## config.mk

```make
export PLATFORM = sky130hd
export DESIGN_NAME = procfixcba_in_fifo
export DESIGN_NICKNAME = d
export VERILOG_FILES = /design/src/rtl/procfixcba_in_fifo.sv
export SDC_FILE = /design/constraint.sdc
export NUM_CORES = 1
export LEC_CHECK = 0
export ABC_AREA = 1
export CAP_MARGIN = 20
export CELL_PAD_IN_SITES_DETAIL_PLACEMENT = 0
export CELL_PAD_IN_SITES_GLOBAL_PLACEMENT = 1
export CORE_ASPECT_RATIO = 1.5
export CORE_MARGIN = 2
export CORE_UTILIZATION = 49
export CTS_CLUSTER_SIZE = 16
export DETAILED_ROUTE_END_ITERATION = 8
export GPL_ROUTABILITY_DRIVEN = 0
export PLACE_DENSITY = 0.9
export SLEW_MARGIN = 0
export SYNTH_ARGS = -nofsm -noshare
export SYNTH_HDL_FRONTEND = slang
export SYNTH_SLANG_ARGS = --single-unit
export TNS_END_PERCENT = 10
```

## constraint.sdc

```tcl
create_clock -name clk -period 3.4 [get_ports clk]
set_input_delay 0.34 -clock clk [delete_from_list [all_inputs] [get_ports clk]]
set_output_delay 0.34 -clock clk [all_outputs]
set_load 0.05 [all_outputs]
```

## src/rtl/procfixcba_in_fifo.sv

```systemverilog
// Sample buffer feeding procfixcba: a registered head word backed by a
// circular store, popped when the processor drives req_in == 2'd1.
module procfixcba_in_fifo #(
    parameter int WIDTH = 31,
    parameter int AW    = 4
) (
    input  logic                    clk,
    input  logic                    rst,
    input  logic                    s_valid,
    input  logic signed [WIDTH-1:0] s_data,
    output logic                    s_ready,
    input  logic [1:0]              req_in,
    output logic signed [WIDTH-1:0] in_data,
    output logic                    head_vld,
    output logic [AW:0]             count,
    input  logic                    clr_flags,
    output logic                    overflow,
    output logic                    underflow
);

    localparam int DEPTH = 2 ** AW;
    localparam logic [AW:0]   CNT_FULL = (AW + 1)'(DEPTH);
    localparam logic [AW:0]   CNT_ONE  = (AW + 1)'(1);
    localparam logic [AW-1:0] PTR_ONE  = AW'(1);

    logic [WIDTH-1:0] mem [DEPTH];

    logic [WIDTH-1:0] head_q, head_d;
    logic             head_vld_q, head_vld_d;
    logic [AW:0]      count_q, count_d;
    logic [AW-1:0]    rd_q, rd_d;
    logic [AW-1:0]    wr_q, wr_d;
    logic             ovf_q, ovf_d;
    logic             udf_q, udf_d;
    logic             mem_we;
    logic             pop;
    logic             wr_ok;

    assign s_ready   = (count_q != CNT_FULL);
    assign in_data   = head_q;
    assign head_vld  = head_vld_q;
    assign count     = count_q;
    assign overflow  = ovf_q;
    assign underflow = udf_q;

    always_comb begin
        pop        = (req_in == 2'd1);
        wr_ok      = s_valid && s_ready;
        head_d     = head_q;
        head_vld_d = head_vld_q;
        count_d    = count_q;
        rd_d       = rd_q;
        wr_d       = wr_q;
        mem_we     = 1'b0;
        ovf_d      = clr_flags ? 1'b0 : ovf_q;
        udf_d      = clr_flags ? 1'b0 : udf_q;

        if (pop) begin
            if (count_q != '0) begin
                head_d     = mem[rd_q];
                head_vld_d = 1'b1;
                rd_d       = rd_q + PTR_ONE;
                if (wr_ok) begin
                    mem_we = 1'b1;
                    wr_d   = wr_q + PTR_ONE;
                end else begin
                    count_d = count_q - CNT_ONE;
                end
            end else if (wr_ok) begin
                // Store is empty: the incoming sample goes straight to the head.
                head_d     = s_data;
                head_vld_d = 1'b1;
            end else begin
                head_vld_d = 1'b0;
                udf_d      = 1'b1;
            end
        end else if (wr_ok) begin
            if (!head_vld_q) begin
                head_d     = s_data;
                head_vld_d = 1'b1;
            end else begin
                mem_we  = 1'b1;
                wr_d    = wr_q + PTR_ONE;
                count_d = count_q + CNT_ONE;
            end
        end

        if (s_valid && !s_ready) begin
            ovf_d = 1'b1;
        end
    end

    always_ff @(posedge clk or negedge rst) begin
        if (!rst) begin
            head_q     <= '0;
            head_vld_q <= 1'b0;
            count_q    <= '0;
            rd_q       <= '0;
            wr_q       <= '0;
            ovf_q      <= 1'b0;
            udf_q      <= 1'b0;
        end else begin
            head_q     <= head_d;
            head_vld_q <= head_vld_d;
            count_q    <= count_d;
            rd_q       <= rd_d;
            wr_q       <= wr_d;
            ovf_q      <= ovf_d;
            udf_q      <= udf_d;
        end
    end

    // Storage array carries no reset; contents are meaningless until written.
    always_ff @(posedge clk) begin
        if (mem_we) begin
            mem[wr_q] <= s_data;
        end
    end

endmodule

```

# Word-level counts from Yosys, hierarchy flattened
# Memories as Yosys holds them, arrays and structs flattened.
# Cells that the tools add are included.
# op_classes
addsub	4
eq_ne	6
muxes	31
n_reduce_logical	12
# op_table
cell	count
$mux W31	5
$mux W5	5
$mux W4	5
$mux W1	16
$add A4 B1 Y4 const B	2
$reduce_and A4 Y1	2
$reduce_bool A2 Y1	4
$add A5 B1 Y5 const B	1
$ne A5 B5 Y1 const B	1
$reduce_bool A5 Y1	1
$sub A5 B1 Y5 const B	1
$ne A2 B1 Y1 const B	2
$ne A2 B2 Y1 const B	2
$reduce_and A3 Y1	1
$eq A2 B1 Y1 const B	1
$logic_and A1 B1 Y1	2
$reduce_and A2 Y1	1
$logic_not A1 Y1	1
# word_totals
register_bits	47
mem_bits_rw	496
inputBits	37
output_inout_bits	40
word_cells	61
mem_count	1
# mem_list
name	words	word_bits	rd	rd_ports_with_merged_regs	wr	line	text
mem	16	31	1	0	1	26	logic [WIDTH-1:0] mem [DEPTH];

# Depth between registers and ports, before layout
# Gate-level depths: netlist of run 1.
# depth
word_depth	7
mapped_depth	14

# Worst setup path before layout of run 1
# OpenSTA, ideal clock, no wires.
# synth_path
kind	reg2reg
startpoint	reg count_q[0] (netlist: count[0])
endpoint	mem mem[11][0] (enable)
setup_ns	0.419
t_arrival_ns	2.861
t_required_ns	2.981
path_slack_ns	0.120
stages_incl_launch_ff	9
path_buffers	0
cell_sequence	dfrtp_1 inv_2 nand4_4 nand2_4 inv_2 nand2_1 nor2_1 inv_2 nor2_1
# synth_between
elab_chain_cells	7
# synth_lines
element	line	text
start, declared	30	logic [AW:0] count_q, count_d;
start signal, assigned	105	count_q <= count_d;
$ne A5 B5 Y1 *	39	assign s_ready = (count_q != CNT_FULL);
via s_ready	11	output logic s_ready,
$logic_and A1 B1 Y1 *	48	wr_ok = s_valid && s_ready;
$mux W1	63	if (wr_ok) begin
$mux W1	59	if (count_q != '0) begin
$mux W1 *	58	if (pop) begin
$mux W1 *	115	if (mem_we) begin
$mux W1 (implied by the code) *	116	mem[wr_q] <= s_data;
end, declared	26	
# Mark *: on every way through the listed nets, which the timed path passes. The rest lies on a longest branch.

# Worst setup path in the final report of run 1
# layout_path
startpoint	reg count_q[2] (netlist: count[2])
endpoint	out s_ready
# layout_between
elab_chain_cells	1
# layout_lines
element	line
$ne A5 B5 Y1	39
end, declared	11
# No other way between the ends.

==> flow_metrics.env, run 1 <==
export IMPL_cpPeakStageDelay_ps=730
export IMPL_die_x_um=182.4
export IMPL_num_io_pins=77
export IMPL_worstPathMaxFanout=7
export IMPL_drive_gt1_share_pct=6.834
export IMPL_cts_tree="built"
export IMPL_ys_ff_latch=543
export IMPL_grt_use_total_pct=23.35
export IMPL_final_nets=2363
export IMPL_maxCapViolCount=0
export IMPL_synth_seq_area_share_pct=68.70
export IMPL_rows=98
export IMPL_synth_edff_count=496
export IMPL_vdd_drop_max_mv=0.6327
export IMPL_slew_headroom_pct=32.70
export IMPL_detail_route_antenna_nets=0
export IMPL_hold_path_class="in2async"
export IMPL_grt_setup_unrepaired="no"
export IMPL_place_area_um2=24860
export IMPL_syn_instance_count=2259
export IMPL_cts_clk_slew_worst_paths_ps=60
export IMPL_clock_sinks=543
export IMPL_crit_arrival_ps=2120
export IMPL_p_per_area_nw_per_um2=808.9
export IMPL_synth_cell_area_um2=23390
export IMPL_fmax_mhz=406.8
export IMPL_num_antenna_cells=0
export IMPL_wl_met1_um=22930
export IMPL_stdcell_area_um2=26410
export IMPL_start_util_pct=49.30
export IMPL_routed_wl_met3_um=4769
export IMPL_ys_top_cells_by_area="edfxtp_1, nand2_1, nand3_1, dfrtp_1, inv_1"
export IMPL_clockRootBuffer="clkbuf_16"
export IMPL_async_flop_share_pct=8.656
export IMPL_clockBufferDepth=3
export IMPL_wl_um=57320
export IMPL_fillers=3847
export IMPL_synthFlopType="edfxtp_1"
export IMPL_avgSynthCellArea_um2=10.36
export IMPL_fin_worst_skew_ps=19.45
export IMPL_synth_warnings=0
export IMPL_r2r_start="count[2]"
export IMPL_p_leak_nw=10.97
export IMPL_fin_ws_ps=941.8
export IMPL_synth_cell_types=29
export IMPL_status="finished clean"
export IMPL_synth_top_area_share_pct=63.67
export IMPL_final_cell_mix="nand2_1, edfxtp_1, nand3_1, inv_1, clkdlybuf4s50_1"
export IMPL_grt_pass1_vias=15447
export IMPL_synthToLayoutAreaGrowth_pct=12.88
export IMPL_cp_end_kind="primary output"
export IMPL_numCtsBuffers=49
export IMPL_dr_pass1_iters=6
export IMPL_top_layer="met4"
export IMPL_crit_chain="nor2_4 -> nand4_4 -> clkdlybuf4s50_1"
export IMPL_crit_path_top_delay_cell="clkdlybuf4s50_1"
export IMPL_wl_met2_um=27700
export IMPL_tightest_slew_ps=1009
export IMPL_coreArea_um2=47450
export IMPL_dpl_hpwl_um=34020
export IMPL_viasPerCell=5.350
export IMPL_grt_overflow=0
export IMPL_r2r_cells=9
export IMPL_hold_viol=0
export IMPL_final_max_slew_viol_count=0
export IMPL_clk_insertion_delay_late_ps=570
export IMPL_cts_htree_levels=2
export IMPL_grt_max_degree=143
export IMPL_io_buffers=76
export IMPL_r2r_end="mem[2][3]"
export IMPL_start_kind="register"
export IMPL_wl_per_cell_um=19.39
export IMPL_synth_nets=2302
export IMPL_setup_tns_final_ps=0
export IMPL_drc=0
export IMPL_period_needed_ps=2458
export IMPL_yosysTopAreaCell="edfxtp_1"
export IMPL_critical_path_class="reg2out"
export IMPL_antenna_found_initial=0
export IMPL_vias=15814
export IMPL_worst_r2r_setup_slack_ps=1020
export IMPL_fin_crit_sh_pct=72.30
export IMPL_cp_buffers_inverters=1
export IMPL_crit_family="buffers and inverters"
export IMPL_die_area_um2=49540
export IMPL_grt_first_pass_wirelength_um=88390
export IMPL_final_common_cell="nand2_1"
export IMPL_fp_dieH_um=271.6
export IMPL_dr_first_iter_drc_count=1607
export IMPL_dp_slack_ps=573.8
export IMPL_path_depth=3
export IMPL_setup_viol=0
export IMPL_worstPathRequired_ps=3060
[flip-flops by register name, indices dropped and copies added, names as in the netlist]
register / flops
in_data: 31
rd_q: 4
underflow: 1
head_vld: 1
count: 5
mem: 496
overflow: 1
wr_q: 4
[final cells by class]
cell class | instances | area, um^2 | share of cell area [%]
clock buffers | 69 | 1341 | 5.080
clock inverters | 18 | 195.2 | 0.7392
inverters | 273 | 1032 | 3.909
multi-input cells | 1328 | 5792 | 21.93
flip-flops and latches | 543 | 16080 | 60.90
well taps | 600 | 750.7 | 2.843
repair buffers | 125 | 1214 | 4.596
[cell families after synthesis]
logic type | Yosys count | share of synthesized area (%)
flops | 543 | 68.70
buf+inv | 388 | 7.055
compound gates | 9 | 0.2086
xor+xnor | 9 | 0.3691
fa+ha+maj | 6 | 0.3209
simple gates | 1304 | 23.35
[synth_stat cells (all sizes together) (4+ instances only)]
master and number:
xor2 8, clkbuf 16, nand3 346, edfxtp 496, dfrtp 47, buf 99, ha 6, nand2 868
nand4 7, nor2 82, inv 273, o21ai 4
[power breakdown]
| part | leakage (nW) | internal, mW | switching [mW] |
|---|---|---|---|
| combinational | 5.18 | 2.14 | 5.56 |
| sequential | 5.04 | 7.98 | 0.285 |
| clock | 0.742 | 3.05 | 2.35 |
| total | 11.0 | 13.2 | 8.19 |
[worst max path at each step]
stage | from | end | slack (ps)
after floorplan | count[0] | mem[11][0] | 120
after global placement | req_in[1] | mem[12][11] | 660
after detailed placement | req_in[1] | mem[2][3] | 570
after CTS | count[2] | s_ready | 920
after global routing | count[4] | mem[2][27] | 830
final | count[2] | s_ready | 940
[routing by layer]
metal / GRT usage, % / vias to the layer above
li1: - / 7457
met4: 8.913 / 0
met1: 30.96 / 7572
met2: 38.56 / 650
met3: 4.186 / 135
met5: 0 / -
[stage by stage]
stage	total power [mW]	utilization, %	hold WS, ps	instances
after floorplan	13.56	-	44.41	2259
after global placement	15.94	52.39	398.1	2868
after detailed placement	16.05	52.39	402.9	2868
after CTS	21.42	55.65	336.0	2956
after global routing	22.41	55.65	386.1	2956
final	21.36	55.65	323.2	2956
[what timing repair did]
action                                 4_1_cts  5_1_grt
hold buffers                                 1        0
gates resized for setup                      0        0
setup buffers                                0        0
endpoints found under the hold margin       20        0
(Power assumes the default switching activity.)
==> run 2: changes to the inputs <==
--- a/config.mk
+++ b/config.mk
@@ -11,11 +11,11 @@
 export CELL_PAD_IN_SITES_GLOBAL_PLACEMENT = 1
 export CORE_ASPECT_RATIO = 1.5
 export CORE_MARGIN = 2
-export CORE_UTILIZATION = 49
+export CORE_UTILIZATION = 44
 export CTS_CLUSTER_SIZE = 16
 export DETAILED_ROUTE_END_ITERATION = 8
 export GPL_ROUTABILITY_DRIVEN = 0
-export PLACE_DENSITY = 0.9
+export PLACE_DENSITY = 0.86
 export SLEW_MARGIN = 0
 export SYNTH_ARGS = -nofsm -noshare
 export SYNTH_HDL_FRONTEND = slang
==> constraint.sdc (replaced) <==
create_clock -name clk -period 2.2 [get_ports clk]
set_input_delay 0.22 -clock clk [delete_from_list [all_inputs] [get_ports clk]]
set_output_delay 0.22 -clock clk [all_outputs]
set_load 0.05 [all_outputs]
==> flow_metrics.env, run 2 (synthesis results as in run 1) <==
export IMPL_clockRootBuffer="clkbuf_16"
export IMPL_io_buffers=76
export IMPL_largest_register="mem"
export IMPL_clock_sinks=543
export IMPL_final_nets=2408
export IMPL_clk_insertion_delay_late_ps=580
export IMPL_crit_path_top_delay_cell="clkdlybuf4s50_1"
export IMPL_drc=0
export IMPL_clockBufferDepth=3
export IMPL_crit_arrival_ps=1860
export IMPL_fin_ws_ps=115.4
export IMPL_status="finished clean"
export IMPL_num_io_pins=77
export IMPL_p_per_area_nw_per_um2=1211
export IMPL_viasPerCell=5.106
export IMPL_grt_first_pass_wirelength_um=88120
export IMPL_coreArea_um2=52580
export IMPL_setup_viol=0
export IMPL_fin_crit_sh_pct=94.76
export IMPL_largest_reg_flops=496
export IMPL_final_common_cell="nand2_1"
export IMPL_cp_buffers_inverters=1
export IMPL_worstPathMaxFanout=7
export IMPL_design_power_total_mw=33.07
export IMPL_grt_overflow=0
export IMPL_stdcell_area_um2=27300
export IMPL_final_cell_mix="nand2_1, edfxtp_1, nand3_1, inv_1, clkdlybuf4s50_1"
export IMPL_num_antenna_cells=0
export IMPL_crit_chain="clkdlybuf4s50_1"
export IMPL_die_area_um2=55060
export IMPL_wl_um=56700
export IMPL_tightest_slew_ps=652.6
export IMPL_antenna_found_initial=0
export IMPL_grt_max_degree=79
export IMPL_crit_family="buffers and inverters"
export IMPL_rows=103
export IMPL_die_x_um=192.3
export IMPL_detail_route_antenna_nets=0
export IMPL_synthToLayoutAreaGrowth_pct=16.71
export IMPL_worstPathRequired_ps=1980
export IMPL_period_needed_ps=2085
export IMPL_start_kind="register"
export IMPL_fin_worst_skew_ps=28.78
export IMPL_wl_per_cell_um=18.40
export IMPL_numCtsBuffers=47
export IMPL_place_area_um2=25810
export IMPL_hold_viol=0
export IMPL_maxCapViolCount=0
export IMPL_vdd_drop_max_mv=0.8014
export IMPL_grt_pass1_vias=15718
export IMPL_dr_pass1_iters=5
export IMPL_p_leak_nw=11.29
export IMPL_fp_dieH_um=286.4
export IMPL_grt_setup_unrepaired="no"
export IMPL_cpPeakStageDelay_ps=840
export IMPL_grt_use_total_pct=20.96
export IMPL_fillers=4458
export IMPL_hold_path_class="in2async"
export IMPL_critical_path_class="reg2out"
export IMPL_dpl_hpwl_um=34810
export IMPL_final_max_slew_viol_count=0
export IMPL_vias=15733
export IMPL_cp_end_kind="primary output"
export IMPL_dp_slack_ps=89.26
export IMPL_cts_setup_buffers=0
export IMPL_cts_tree="built"
export IMPL_whs_ps=205.0
export IMPL_fmax_mhz=479.7
export IMPL_setup_tns_final_ps=0
export IMPL_start_util_pct=44.49
export IMPL_cts_htree_levels=2
export IMPL_cts_clk_slew_worst_paths_ps=70
export IMPL_dr_first_iter_drc_count=1650
export IMPL_slew_headroom_pct=56.36
export IMPL_drive_gt1_share_pct=9.296
## run 2: metal layers
| layer | up-vias | part of all wire, % | track usage, % |
|---|---|---|---|
| li1 | 7546 | - | - |
| met1 | 7571 | 40 | 26.33 |
| met2 | 528 | 52 | 37.51 |
| met3 | 88 | 5.8 | 2.593 |
| met4 | 0 | 2.5 | 6.546 |
| met5 | - | 0 | 0 |
## run 2: power breakdown
part	switching, mW	total (mW)	internal [mW]
sequential	0.489	12.8	12.3
combinational	8.41	12.2	3.75
clock	3.62	8.11	4.49
## run 2: through the flow
step,util (%),cells
final,51.92,3081
after global routing,51.92,3081
after CTS,51.92,3081
after detailed placement,49.08,2997
after global placement,49.08,2997
after floorplan,-,2259
## run 2: cell type report
cell class | instances | area [um^2] | share of cell area (%)
Clock buffer | 56 | 1240 | 4.542
Clock inverter | 27 | 245.2 | 0.8983
Inverter | 273 | 1042 | 3.818
Multi-Input combinational cell | 1328 | 5856 | 21.45
Sequential cell | 543 | 16090 | 58.92
Tap cell | 682 | 853.3 | 3.126
Timing Repair Buffer | 172 | 1978 | 7.246
## run 2: what timing repair did
item                       4_1_cts  5_1_grt
setup endpoints to repair        1        0
hold endpoints to repair        19        0
resized for setup                1        0
hold buffers                     1        0
## run 2: final timing paths
check	slack, ps	endpoint	start	cells past startpoint
max in group asynchronous	1200	rd_q[3]	rst	3
worst max-delay path	120	count[2]	count[2]	1
min in group clk	280	overflow	clr_flags	2
worst min-delay path	200	count[1]	rst	2
worst max register to register	340	mem[15][21]	count[2]	9
worst min register to register	480	in_data[9]	in_data[9]	2
## run 2: worst reg2reg max path: cells and delay by family, from the launching register on
family | cells | cell delay (ps)
flops | 1 | 470
buf+inv | 3 | 380
simple gates | 6 | 710
==> RTL edit: new RTL, config.mk and constraints of run 2 <==
The parameter `AW` goes from 4 to 5.
--- a/src/rtl/procfixcba_in_fifo.sv
+++ b/src/rtl/procfixcba_in_fifo.sv
@@ -2,7 +2,7 @@
 // circular store, popped when the processor drives req_in == 2'd1.
 module procfixcba_in_fifo #(
     parameter int WIDTH = 31,
-    parameter int AW    = 4
+    parameter int AW    = 5
 ) (
     input  logic                    clk,
     input  logic                    rst,
Interface: changed (resized count); port bits go from 77 to 78. No check against the original RTL was run, so the function may have changed too.
==> RTL edit against run 2 <==
Routed wire length up 110%. Power up 96%. Synthesized area up 82%. Setup slack worse by 0.058 ns. Sequential cell count up 499. Core utilization up 0.99 points. Cell area up 86%. Largest power group is now combinational cells.
==> RTL edit: results (changes against run 2) <==
CP Launch Point=count[4]; Hold Slack=0.120 ns (-0.0852 ns); delay of the slowest critical-path stage=0.82 ns (-0.02 ns); cts bufs inserted=90 (+91%); PortBufs=77 (+1.3%); syn_area_per_cell=11.5 um2 (+11%); via count=28,900 (+83%); Most flops, register=mem; top cells by count, synth=nand2_1, edfxtp_1, nand3_1; top post-synthesis cells by area=edfxtp_1, nand2_1, nand3_1, dfrtp_1, a21oi_1; crit path DAT=1.92 ns (+0.06 ns); Max rail drop VDD=0.000745 V (-7.0%); nets=3,983 (+65%); Yosys warnings=0 (unchanged); share of cells above drive strength 1=12.7% (+3.4 points); worst flop-to-flop path endpoint=in_data[22]; Compound-Gate Fraction of Synth Area=2.22% (+2.0 points); clock buffer depth=3 (unchanged); later-pin clock latency in the skew report=0.68 ns (+0.10 ns); ys flop type=edfxtp_1; Max-slew headroom=55.2% (-1.1 points); Comb. pwr=24.4 mW (+100%); Leak=18.9 nW (+67%); Comb power frac=37.7% (+1.0 points); largest net degree at the start of global routing=52 (-34%); drt pass-1 iters=7 (+2); Synth Area in XOR/XNOR=0.247% (-0.12 points); Setup Slack @ Placement=-0.0895 ns (-0.179 ns); post-synthesis sequential area ratio=72.9% (+4.2 points); max reg flops=992 (+100%); Async SR Flop Fraction=4.80% (-3.9 points); Reg2Reg Launch Point=rd_q[1]; drt via density=5.47 (+7.0%); Wirelength per Cell=23.0 um (+25%); HPWL after detailed placement=79.6 mm (+130%); setup ws final=0.0578 ns (-0.0576 ns); Overall Global Routing Usage=24.4% (+3.5 points); Reg area=31,100 um2 (+93%); hold_buf cts=1 (unchanged); Yosys cell types=33 (+14%); sequential power share=36.5% (-2.2 points); initial DRC count=2,962 (+80%); FILL cells=7,728 (+73%); syn nets=3,745 (+63%); global-route wire length before repair=179 mm (+100%); H-tree levels=3 (+1); Post-DP Area=47,600 um2 (+84%); critical path peak fanout=5 (-2); dpl cells=5,115 (+71%); Psw=24.4 mW (+95%); Final Skew=0.0277 ns (-0.00113 ns); outcome=complete, no violations; CP max stage cell=clkdlybuf4s50_1; Post-synth EDFFs=992 (+100%); Adder-Cell Fraction of Synth Area=0.176% (-0.14 points); CTS resizes=10 (+9); Worst setup endpoint=count[4]
-- RTL edit: cell count changes in the layout (fill, tap and decap cells not counted), sizes merged, moves of 10 or more --
cell           before   now
inv               274    65
edfxtp            496   992
nand3             346   602
clkbuf             56   118
nor2               82   103
a21oi               2   162
nand2             868  1475
bufinv              4    14
buf                96   288
clkdlybuf4s50      74    64
-- RTL edit: layout make-up --
| cell class | instances | area share (%) |
|---|---|---|
| Sequential cell | 1042 | 61.3 |
| Multi-Input combinational cell | 2379 | 20.6 |
| Timing Repair Buffer | 364 | 8.38 |
| Clock buffer | 116 | 4.86 |
| Tap cell | 1269 | 3.13 |
| Clock inverter | 48 | 1.21 |
| Inverter | 63 | 0.533 |
-- RTL edit: routing by layer --
layer  GRT usage, %  wire [um]  up-vias
met5              0          0        -
li1               -          -    13200
met1           28.1      43200    14000
met4           13.9       6870        0
met2           43.8      62900     1306
met3           3.23       8330      276
